$ cat config.mk
export PLATFORM = sky130hd
export DESIGN_NAME = oam_dma_ctrl
export DESIGN_NICKNAME = d
export VERILOG_FILES = /design/src/rtl/oam_dma_ctrl_pkg.sv /design/src/rtl/oam_dma_ctrl.sv
export SDC_FILE = /design/constraint.sdc
export NUM_CORES = 1
export LEC_CHECK = 0
export CAP_MARGIN = 40
export CORE_UTILIZATION = 46
export CTS_CLUSTER_DIAMETER = 100
export DETAILED_ROUTE_END_ITERATION = 6
export PLACE_DENSITY = 0.8
export SLEW_MARGIN = 20
export SYNTH_ARGS = -nofsm -noshare
export SYNTH_HDL_FRONTEND = slang
export SYNTH_SLANG_ARGS = --single-unit
$ cat constraint.sdc
create_clock -name clk -period 3.4 [get_ports clk]
set_input_delay 0.68 -clock clk [delete_from_list [all_inputs] [get_ports clk]]
set_output_delay 0.68 -clock clk [all_outputs]
set_load 0.1 [all_outputs]
$ cat src/rtl/oam_dma_ctrl_pkg.sv
// Shared definitions for the OAM DMA controller: PPU mode and DMA state
// encodings, fixed register/region addresses, and the echo-RAM source mapping.
package oam_dma_ctrl_pkg;

  typedef enum logic [1:0] {
    H_BLANK = 2'd0,
    V_BLANK = 2'd1,
    SCAN    = 2'd2,
    DRAW    = 2'd3
  } PPU_STATES_t;

  typedef enum logic [1:0] {
    DMA_IDLE  = 2'd0,
    DMA_START = 2'd1,
    DMA_XFER  = 2'd2
  } dma_state_t;

  localparam logic [15:0] OAM_BASE_ADDR = 16'hFE00;
  localparam logic [15:0] DMA_REG_ADDR  = 16'hFF46;

  // E0-FF source pages mirror C0-DF (echo RAM)
  function automatic logic [7:0] src_hi_eff(input logic [7:0] hi);
    return (hi >= 8'hE0) ? (hi - 8'h20) : hi;
  endfunction

endpackage

$ cat src/rtl/oam_dma_ctrl.sv
// OAM DMA controller: an FF46 write copies DMA_LEN bytes from {src_hi,00}
// into OAM, one byte every BYTE_CYCLES clocks after a START_DELAY lead-in.
// Ports:
//   clk, rst            dot clock, async active-high reset
//   ADDR/WR/RD          CPU bus address and strobes
//   MMIO_DATA_out       CPU write data; MMIO_DATA_in FF46 readback (comb)
//   PPU_MODE            current PPU mode, drives the CPU block outputs
//   DMA_RD/DMA_ADDR     source read strobe/address; DMA_DATA_in one cycle later
//   OAM_WR/_ADDR/_DATA  OAM write strobe, byte index and data
//   DMA_ACTIVE          transfer pending or running
//   CPU_OAM_BLOCK       CPU denied FE00-FE9F
//   CPU_VRAM_BLOCK      CPU denied 8000-9FFF
module oam_dma_ctrl
  import oam_dma_ctrl_pkg::*;
#(
  parameter int unsigned DMA_LEN     = 160,
  parameter int unsigned BYTE_CYCLES = 4,
  parameter int unsigned START_DELAY = 4
) (
  input  logic        clk,
  input  logic        rst,
  input  logic [15:0] ADDR,
  input  logic        WR,
  input  logic        RD,
  input  logic [7:0]  MMIO_DATA_out,
  output logic [7:0]  MMIO_DATA_in,
  input  logic [1:0]  PPU_MODE,
  output logic        DMA_RD,
  output logic [15:0] DMA_ADDR,
  input  logic [7:0]  DMA_DATA_in,
  output logic        OAM_WR,
  output logic [7:0]  OAM_WR_ADDR,
  output logic [7:0]  OAM_WR_DATA,
  output logic        DMA_ACTIVE,
  output logic        CPU_OAM_BLOCK,
  output logic        CPU_VRAM_BLOCK
);

  localparam int unsigned PW = (BYTE_CYCLES > 1) ? $clog2(BYTE_CYCLES) : 1;
  localparam int unsigned DW = (START_DELAY > 1) ? $clog2(START_DELAY) : 1;
  localparam logic [PW-1:0] PH_LAST  = PW'(BYTE_CYCLES - 1);
  localparam logic [DW-1:0] DLY_LAST = DW'(START_DELAY - 1);
  localparam logic [7:0]    K_LAST   = 8'(DMA_LEN - 1);

  dma_state_t    state, state_n;
  logic [7:0]    src_hi, src_hi_n;
  logic [DW-1:0] dly, dly_n;
  logic [7:0]    k, k_n;
  logic [PW-1:0] phase, phase_n;
  logic          dma_rd_n, oam_wr_n, reg_wr;

  // Reads are side-effect free, so the read strobe carries no information here
  logic unused_rd;
  assign unused_rd = RD;

  assign reg_wr = WR && (ADDR == DMA_REG_ADDR);

  // State, counters and registered strobes
  always_ff @(posedge clk or posedge rst) begin
    if (rst) begin
      state       <= DMA_IDLE;
      src_hi      <= 8'h00;
      dly         <= '0;
      k           <= 8'h00;
      phase       <= '0;
      DMA_RD      <= 1'b0;
      DMA_ADDR    <= 16'h0000;
      OAM_WR      <= 1'b0;
      OAM_WR_ADDR <= 8'h00;
      DMA_ACTIVE  <= 1'b0;
    end else begin
      state      <= state_n;
      src_hi     <= src_hi_n;
      dly        <= dly_n;
      k          <= k_n;
      phase      <= phase_n;
      DMA_RD     <= dma_rd_n;
      OAM_WR     <= oam_wr_n;
      DMA_ACTIVE <= (state_n != DMA_IDLE);
      if (dma_rd_n) DMA_ADDR    <= {src_hi_eff(src_hi_n), k_n};
      if (oam_wr_n) OAM_WR_ADDR <= k_n;
    end
  end

  // Next state; strobes are decoded from the next state so they are registered
  always_comb begin
    state_n  = state;
    src_hi_n = src_hi;
    dly_n    = dly;
    k_n      = k;
    phase_n  = phase;
    case (state)
      DMA_IDLE: ;
      DMA_START: begin
        if (dly == DLY_LAST) begin
          state_n = DMA_XFER;
          k_n     = 8'h00;
          phase_n = '0;
        end else begin
          dly_n = dly + DW'(1);
        end
      end
      DMA_XFER: begin
        if (phase == PH_LAST) begin
          phase_n = '0;
          if (k == K_LAST) begin
            state_n = DMA_IDLE;
            k_n     = 8'h00;
          end else begin
            k_n = k + 8'd1;
          end
        end else begin
          phase_n = phase + PW'(1);
        end
      end
      default: state_n = DMA_IDLE;
    endcase
    // A register write restarts from any state
    if (reg_wr) begin
      state_n  = DMA_START;
      src_hi_n = MMIO_DATA_out;
      dly_n    = '0;
      k_n      = 8'h00;
      phase_n  = '0;
    end
    dma_rd_n = (state_n == DMA_XFER) && (phase_n == '0);
    oam_wr_n = (state_n == DMA_XFER) && (phase_n == PW'(1));
  end

  // Source data arrives during the write phase, so it passes straight through
  assign OAM_WR_DATA    = OAM_WR ? DMA_DATA_in : 8'h00;
  assign MMIO_DATA_in   = (ADDR == DMA_REG_ADDR) ? src_hi : 8'hFF;
  assign CPU_OAM_BLOCK  = DMA_ACTIVE || (PPU_MODE == SCAN) || (PPU_MODE == DRAW);
  assign CPU_VRAM_BLOCK = (PPU_MODE == DRAW);

endmodule

Word-level counts from Yosys, hierarchy flattened. Index checks and enable logic that the tools add are counted.

Register bits after elaboration: 49. Input bits: 38.

$add $sub $neg: 4. Magnitude comparators: 1. Equal/unequal tests: 11. Muxes and demuxes: 21. Reductions and logical operators: 10.

Operators by type and width (count): $mux W8 (8); $mux W2 (10); $eq A16 B16 Y1 const B (1); $pmux W8 S2 (1); $eq A2 B2 Y1 const B (6); $add A8 B1 Y8 const B (1); $eq A8 B8 Y1 const B (1); $ge A8 B8 Y1 const B (1); $sub A8 B6 Y8 const B (1); $pmux W2 S3 (1); $add A2 B1 Y2 const B (2); $eq A2 B1 Y1 const B (2); $logic_not A2 Y1 (2); $pmux W2 S2 (1); $reduce_bool A2 Y1 (2); $logic_and A1 B1 Y1 (3); $logic_or A1 B1 Y1 (2); $ne A2 B2 Y1 const B (1); $reduce_and A2 Y1 (1).

Longest topological paths before layout. Gate-level depths: netlist (run 1).

Word-level depth: 7. Mapped depth: 10.

Least setup slack after synthesis (run 1). OpenSTA, ideal clock, no wires.

Path kind: input-to-reg. Start: in ADDR[5]. End: reg DMA_ADDR[14]. Arrival time: 2.985 ns. Data required time: 3.272 ns. Path slack: 0.287 ns. Cell stages on the path: 10. Buffers on the path: 1. Path through: or4b_4 > or4_4 > nor2_4 > buf_2 > mux2i_1 > ha_1 > nand3_1 > nand2_1 > mux2i_1 > mux2_1.

Word-level cells in the longest chain between the ends: 5.

RTL lines: from (decl) (line oam_dma_ctrl.sv:22) `input logic [15:0] ADDR,`; $eq A16 B16 Y1 * (line oam_dma_ctrl.sv:56) `assign reg_wr = WR && (ADDR == DMA_REG_ADDR);`; $logic_and A1 B1 Y1 * (line oam_dma_ctrl.sv:56); $mux W8 or $mux W2 (tied branches) (line oam_dma_ctrl.sv:119) `if (reg_wr) begin`; $sub A8 B6 Y8 (tied with other cells) (line oam_dma_ctrl_pkg.sv:23) `return (hi >= 8'hE0) ? (hi - 8'h20) : hi;`; $mux W8 or $logic_and A1 B1 Y1 (tied branches) (line oam_dma_ctrl_pkg.sv:23, oam_dma_ctrl.sv:126); to (signal assigned) (line oam_dma_ctrl.sv:80) `if (dma_rd_n) DMA_ADDR <= {src_hi_eff(src_hi_n), k_n};`; to (decl) (line oam_dma_ctrl.sv:29) `output logic [15:0] DMA_ADDR,`.

Every way passes the cells marked *; elsewhere a longest branch is shown, timed or not. A chain may end at the register's enable or synchronous reset.

Worst setup path in the final report (run 1).
Start: in ADDR[5]. End: out MMIO_DATA_in[7].

Word-level cells in the longest chain between the ends: 2.

RTL lines: $eq A16 B16 Y1 (line oam_dma_ctrl.sv:132) `assign MMIO_DATA_in = (ADDR == DMA_REG_ADDR) ? src_hi : 8'hFF;`; $mux W8 (line oam_dma_ctrl.sv:132); to (decl) (line oam_dma_ctrl.sv:26) `output logic [7:0] MMIO_DATA_in,`.

No other way between the ends.

==> results of run 1 <==
-- how the worst max path moves through the flow --
stage | from | to | slack, ns | depth (start not counted)
floorplan | ADDR[5] | DMA_ADDR[14]$_DFFE_PP0P_ | 0.29 | 10
global placement | ADDR[5] | DMA_ADDR[15]$_DFFE_PP0P_ | 0.10 | 10
detailed placement | ADDR[5] | DMA_ADDR[15]$_DFFE_PP0P_ | 0.07 | 10
CTS | ADDR[5] | MMIO_DATA_in[7] | 0.27 | 6
global route | ADDR[5] | MMIO_DATA_in[7] | 0.23 | 6
finish | ADDR[5] | MMIO_DATA_in[7] | 0.29 | 6
-- sequential cells by signal, summed over array words and instances (netlist names) --
register and count:
src_hi 8, state 2, k 8, phase 2, OAM_WR 1, dly 2
OAM_WR_ADDR 8, DMA_RD 1, DMA_ADDR 16, DMA_ACTIVE 1
-- per-layer routing --
metal  track usage [%]  wire length [um]  up-vias  part of all wire [%]
met5                 0                 0        -                     0
met4              6.35                51        0                  0.89
met3              6.39               403        7                   7.1
met2              36.9              2930       70                    51
met1              25.1              2330      983                    41
li1                  -                 -      971                     -
-- through the flow --
stage	hold WS, ns	util, %	cell area, um^2	setup slack, ns	cells
finish	0.506	72.7	3760	0.294	385
global route	0.522	72.7	3760	0.231	385
CTS	0.508	72.7	3760	0.271	385
detailed placement	0.482	70.9	3670	0.0652	377
global placement	0.473	66.8	3450	0.102	363
floorplan	0.483	-	2510	0.287	211
-- logic make-up after synthesis --
kind of cell / count (synthesis)
adder cells (fa/ha/maj): 8
multiplexers: 34
flip-flops: 49
AND/OR/NAND/NOR: 82
XOR/XNOR: 1
AO/OA/AOI/OAI: 27
buffers and inverters: 10
-- power by group --
part	total (uW)	switching, uW	internal [uW]	leakage [uW]
Clock	349	203	146	0.0000445
Sequential	670	42.1	628	0.000635
Combinational	421	278	142	0.00102
Total	1440	523	917	0.00170
-- synth_stat cells (5+ instances only) --
| cell | instances | area [um^2] |
|---|---|---|
| sky130_fd_sc_hd__mux2_2 | 19 | 214 |
| sky130_fd_sc_hd__nor2_1 | 8 | 30.0 |
| sky130_fd_sc_hd__mux2i_1 | 5 | 50.1 |
| sky130_fd_sc_hd__dfrtp_1 | 49 | 1230 |
| sky130_fd_sc_hd__ha_1 | 8 | 100 |
| sky130_fd_sc_hd__mux2_4 | 9 | 135 |
| sky130_fd_sc_hd__and2_1 | 13 | 81.3 |
| sky130_fd_sc_hd__nand2b_1 | 9 | 56.3 |
| sky130_fd_sc_hd__inv_1 | 7 | 26.3 |
| sky130_fd_sc_hd__o21ai_0 | 6 | 30.0 |
| sky130_fd_sc_hd__nand2_1 | 16 | 60.1 |
| sky130_fd_sc_hd__a21oi_1 | 9 | 45.0 |
| sky130_fd_sc_hd__nand4_1 | 8 | 50.1 |
-- cell type report --
class,count,share of cell area [%]
well taps,70,2.33
clock buffers,5,1.83
multi-input cells,152,33.0
clock inverters,3,0.566
repair buffers,99,29.0
inverters,7,0.699
flip-flops and latches,49,32.6
-- worst reg2reg max path, cell delays in order (launching register included) --
cell                       delay [ns]
sky130_fd_sc_hd__dfrtp_1         0.41
sky130_fd_sc_hd__inv_1           0.08
sky130_fd_sc_hd__ha_1            0.24
sky130_fd_sc_hd__nor2b_1         0.18
sky130_fd_sc_hd__o21ai_0         0.41
sky130_fd_sc_hd__o211ai_4        0.19
sky130_fd_sc_hd__nor4_4          0.69
sky130_fd_sc_hd__mux2_2          0.41
==> out/qor.yml, run 1 <==
total_power_uw: 1440
die_h_um: 75.9
core-area_um2: 5170
cts_post_setup_buffers_inserted: 0
r2r_slack_ns: 0.68
vias_per_cell: 5.28
tcrit_tclk_final_pct: 91.4
syn-instance-count: 211
port_buffers: 81
firstDrtPassIters: 4
vdd.ir_drop.worst_mv: 0.226
synth_top_family_by_area: "simple AND/OR/NAND/NOR gates"
worstSkewPairLatency_ns: 0.31
maxCapViolCount: 0
cts.root.buffer_cell: "sky130_fd_sc_hd__clkbuf_8"
synth_xor_xnor_area_share_pct: 0.348
first_pass_grt_wire_length_um: 9730
primary_flip_flop_cell_chosen_by_synthesis_mapping: "sky130_fd_sc_hd__dfrtp_1"
cp_data_arrival_time_ns: 2.43
setup-tns-final_ns: 0
transition_time_of_the_tightest_slew_check_pin_ns: 0.692
critical_path_required_ns: 2.72
routed_len_inst_um: 14.8
postSynthRegisterBits: 49
final_routed_drc_violation_total: 0
path_class: "input pin to output port"
final.min_clock_period_ns: 3.11
timing.critical_path.cells: "clkdlybuf4s50_1 > or4b_4 > nor4_4 > buf_4 > nand2b_1 > buf_12"
nature_of_the_critical_path_endpoint: "output port"
initial_utilization_pct: 48.6
run_status: "finished clean"
synth_nets: 257
grt_antenna_before_repair: 0
crit-reg2reg-launch: "state[1]$_DFF_PP0_"
final_layout_size_suffix_gt1_share_pct: 30.8
die-area_um2: 5760
timing.critical_path.slowest_stage_cell: "sky130_fd_sc_hd__or4b_4"
place_hpwl_um: 4460
yosys.cell_types.count: 45
count_of_fill_cells_added_during_filler_insertion: 343
post_synth_instance_area_um2: 2510
grt-ovfl-total: 0
critical-path-top-delay-family: "simple AND/OR/NAND/NOR gates"
muxShareOfSynthArea_pct: 16.3
tritoncts_clock_tree: "built"
worst-path-max-fanout: 9
vias_in_the_first_global_route: 2091
hp-start: "DMA_ADDR[14]$_DFFE_PP0P_"
antenna_cells: 0
syn_to_final_growth_pct: 49.6
synth-async-reset-ratio_pct: 100
post_cts_resize_count: 0
synth-edff-count: 0
yosysSeqAreaShare_pct: 48.8
synth-compound-area-share_pct: 7.81
grt.total_usage_pct: 21.2
power.density_cell_area_nw_per_um2: 383
num_ports: 83
finish.net_count: 360
drv_slew: 0
rsz0062_at_grt: "false"
worst-path-buf-inv: 3
timing.rr.end: "OAM_WR_ADDR[4]$_DFFE_PP0P_"
regArea_um2: 1230
synth_adder_area_share_pct: 3.98
report.final.setup_viol: 0
p_leak_uw: 0.00170
achievable-frequency_mhz: 322
critical-path-max-stage-delay_ns: 0.55
post_synth_and_or_nand_nor_area_fraction_pct: 20.9
timing.max_slew.rel_slack_pct: 53.5
route.vias.total: 2031
multi_input_area_um2: 1240
clock_skews_ns: 0.0108
gp_congestion: 0.837
grt_max_degree: 32
routed_wirelength_um: 5720
synthesis.yosys.warnings: 0
placement_rows: 26
cts_made_buffers: 5
mostFrequentLayoutCells: "49 x sky130_fd_sc_hd__dfrtp_1, 49 x sky130_fd_sc_hd__clkdlybuf4s50_1, 27 x sky130_fd_sc_hd__buf_4"
dr.first_iter.drc_count: 159
timing.critical_path.from_type: "input pin"
path_clk_slew_ns: 0.09
cts.hold.buffers_added: 0
synth.avg_cell_area_um2: 11.9
ant_nets: 0
die-width_um: 75.9
clock_sink_count: 49
min_to: "DMA_ADDR[14]$_DFFE_PP0P_"
worstRegToRegCells: 7
htreeDepth: 2
clockBufferDepth: 2
count_of_final_hold_check_violations: 0
worst_hold_path.num_cells: 1
hold_path_class: "register to register"
No activity file was read; power rests on OpenSTA's default activity.
==> inputs of run 2 (changes only) <==
--- a/config.mk
+++ b/config.mk
@@ -10,7 +10,6 @@
 export CTS_CLUSTER_DIAMETER = 100
 export DETAILED_ROUTE_END_ITERATION = 6
 export PLACE_DENSITY = 0.8
-export SLEW_MARGIN = 20
 export SYNTH_ARGS = -nofsm -noshare
 export SYNTH_HDL_FRONTEND = slang
 export SYNTH_SLANG_ARGS = --single-unit
==> constraint.sdc (replaced) <==
create_clock -name clk -period 3.34 [get_ports clk]
set_input_delay 0.668 -clock clk [delete_from_list [all_inputs] [get_ports clk]]
set_output_delay 0.668 -clock clk [all_outputs]
set_load 0.1 [all_outputs]
==> run 2 against run 1 <==
Power increased by 5.2%. Routed wire length decreased by 0.40%. Via count decreased by 2.1%. Worst hold slack improved by 0.0048 ns. Flip-flop and latch count unchanged. First-iteration DRC count decreased by 57%. Global-route usage increased by 0.22 points. Clock skew increased by 0.00069 ns. Critical path depth increased by 1. Setup slack got worse by 0.13 ns. Sequential share of layout area increased by 1.5 points. Critical path type unchanged. Highest routed layer unchanged.
==> out/qor.yml, run 2 (synthesis gave the netlist of run 1 again) <==
run_status: "finished clean"
finish.net_count: 351  # -2.5%
grt.total_usage_pct: 21.4  # +0.22 points
achievable-frequency_mhz: 315
mostFrequentLayoutCells: "49 x sky130_fd_sc_hd__dfrtp_1, 42 x sky130_fd_sc_hd__buf_4, 37 x sky130_fd_sc_hd__clkdlybuf4s50_1"
tritoncts_clock_tree: "built"
layout.cells.most_common: "sky130_fd_sc_hd__dfrtp_1"
timing.critical_path.cells: "clkdlybuf4s50_1 > or4b_4 > buf_4 > nor4_4 > buf_4 > nand2b_1 > buf_12"
critical-path-max-stage-delay_ns: 0.53  # -0.02 ns
vias_per_cell: 5.29  # +0.28%
setup-tns-final_ns: 0  # unchanged
vdd.ir_drop.worst_mv: 0.295  # +31%
dr.first_iter.drc_count: 68  # -57%
path_class: "input pin to output port"
clock_skews_ns: 0.0115  # +0.000691 ns
placement_rows: 26  # unchanged
antenna_cells: 0  # unchanged
p_leak_uw: 0.00167  # -1.9%
die-width_um: 75.9  # unchanged
power.density_cell_area_nw_per_um2: 421  # +10%
final_layout_size_suffix_gt1_share_pct: 32.7  # +1.9 points
hold_path_class: "register to register"
place_hpwl_um: 4210  # -5.6%
first_pass_grt_wire_length_um: 9890  # +1.7%
critical_path_required_ns: 2.67  # -0.05 ns
routed_wirelength_um: 5690  # -0.40%
critical-path-top-delay-family: "buffers and inverters"
num_ports: 83  # unchanged
cp_data_arrival_time_ns: 2.51  # +0.08 ns
grt_max_degree: 36  # +13%
largest_register: "DMA_ADDR"
ant_nets: 0  # unchanged
die-area_um2: 5760  # unchanged
route.vias.total: 1989  # -2.1%
worst-path-max-fanout: 9  # unchanged
cp_common_cell: "sky130_fd_sc_hd__buf_4"
rsz0062_at_grt: "false"
clockBufferDepth: 2  # unchanged
maxCapViolCount: 0  # unchanged
die_h_um: 75.9  # unchanged
worst-path-buf-inv: 4  # +1
total_power_uw: 1520  # +5.2%
tcrit_tclk_final_pct: 95.2
cts_made_buffers: 5  # unchanged
initial_utilization_pct: 48.6  # unchanged
routed_len_inst_um: 15.1  # +2.0%
firstDrtPassIters: 5  # +1
count_of_fill_cells_added_during_filler_insertion: 377  # +9.9%
port_buffers: 81  # unchanged
cts.hold.buffers_added: 0  # unchanged
htreeDepth: 2  # unchanged
syn_to_final_growth_pct: 43.0
clock_sink_count: 49  # unchanged
report.final.setup_viol: 0  # unchanged
cts_post_setup_buffers_inserted: 0  # unchanged
flip_flop_count_of_the_largest_register_after_layout: 16  # unchanged
final_routed_drc_violation_total: 0  # unchanged
timing.critical_path.from_type: "input pin"
core-area_um2: 5170  # unchanged
worstSkewPairLatency_ns: 0.30  # about the same
grt-ovfl-total: 0  # unchanged
count_of_final_hold_check_violations: 0  # unchanged
post_cts_resize_count: 0  # unchanged
gp_congestion: 0.869  # +3.8%
final.min_clock_period_ns: 3.18
vias_in_the_first_global_route: 2133  # +2.0%
timing.max_slew.rel_slack_pct: 53.7  # +0.22 points
drv_slew: 0  # unchanged
transition_time_of_the_tightest_slew_check_pin_ns: 0.689  # -0.00332 ns
cts.root.buffer_cell: "sky130_fd_sc_hd__clkbuf_8"
timing.critical_path.slowest_stage_cell: "sky130_fd_sc_hd__or4b_4"
path_clk_slew_ns: 0.09  # about the same
nature_of_the_critical_path_endpoint: "output port"
grt_antenna_before_repair: 0  # unchanged
[run 2: cell types whose count changed in the layout (fill, tap and decap cells not counted), sizes merged]
cell	before	now
clkdlybuf4s50	49	37
clkinvlp	1	0
buf	50	53
bufinv	0	1
[run 2: final cells by class]
type	count	area, um^2	share of cell area [%]
inverter	7	26.3	0.731
sequential	49	1230	34.1
multi-input combinational	152	1240	34.5
clock inverter	3	43.8	1.22
clock buffer	5	68.8	1.91
tap	70	87.6	2.44
timing repair buffer	90	901	25.1
[run 2: per-layer routing]
layer | global-route usage (%) | vias to the layer above | routed length, um
met4 | 7.31 | 0 | 110
li1 | - | 959 | -
met5 | 0 | - | 0
met2 | 38.2 | 83 | 2900
met1 | 24.0 | 935 | 2230
met3 | 6.75 | 12 | 443
[run 2: metrics by stage]
step	util [%]	cell area (um^2)	hold WS, ns	std cells	worst slack (ns)
global placement	66.6	3450	0.473	366	0.0696
detailed placement	67.3	3480	0.494	368	0.0401
finish	69.5	3590	0.510	376	0.161
CTS	69.5	3590	0.517	376	0.141
global route	69.5	3590	0.529	376	0.0993
floorplan	-	2510	0.483	211	0.239
[run 2: worst register-to-register path: stages, from the launching register on]
cell and delay (ns):
sky130_fd_sc_hd__dfrtp_1 0.41, sky130_fd_sc_hd__inv_1 0.08, sky130_fd_sc_hd__ha_1 0.24, sky130_fd_sc_hd__nor2b_1 0.17, sky130_fd_sc_hd__o21ai_0 0.42, sky130_fd_sc_hd__o211ai_4 0.16, sky130_fd_sc_hd__buf_4 0.17, sky130_fd_sc_hd__nor4_4 0.64
sky130_fd_sc_hd__mux2_2 0.42
[run 2: power by group]
| part | internal (uW) | switching [uW] | leakage [uW] |
|---|---|---|---|
| combinational | 125 | 277 | 0.000973 |
| sequential | 639 | 46.1 | 0.000635 |
| clock | 225 | 203 | 0.0000585 |
[run 2: final timing paths]
path / startpoint / to / slack, ns / depth (start not counted)
max in group asynchronous: rst / dly[0]$_DFFE_PP0P_ / 2.21 / 3
hold / removal: DMA_ADDR[14]$_DFFE_PP0P_ / DMA_ADDR[14]$_DFFE_PP0P_ / 0.51 / 1
setup reg to reg: state[1]$_DFF_PP0_ / OAM_WR_ADDR[7]$_DFFE_PP0P_ / 0.53 / 8
min in group asynchronous: rst / DMA_RD$_DFF_PP0_ / 0.64 / 2
hold reg to reg: DMA_ADDR[14]$_DFFE_PP0P_ / DMA_ADDR[14]$_DFFE_PP0P_ / 0.51 / 1
setup / recovery: ADDR[5] / MMIO_DATA_in[7] / 0.16 / 7
==> inputs of run 3 (changes only) <==
--- a/config.mk
+++ b/config.mk
@@ -7,6 +7,7 @@
 export LEC_CHECK = 0
 export CAP_MARGIN = 40
 export CORE_UTILIZATION = 46
+export CTS_BUF_LIST = sky130_fd_sc_hd__clkbuf_4 sky130_fd_sc_hd__clkbuf_8 sky130_fd_sc_hd__clkbuf_16
 export CTS_CLUSTER_DIAMETER = 100
 export DETAILED_ROUTE_END_ITERATION = 6
 export PLACE_DENSITY = 0.8
==> results of run 3 <==
Same layout as run 2: the final DEF is identical, and so are final timing and power.
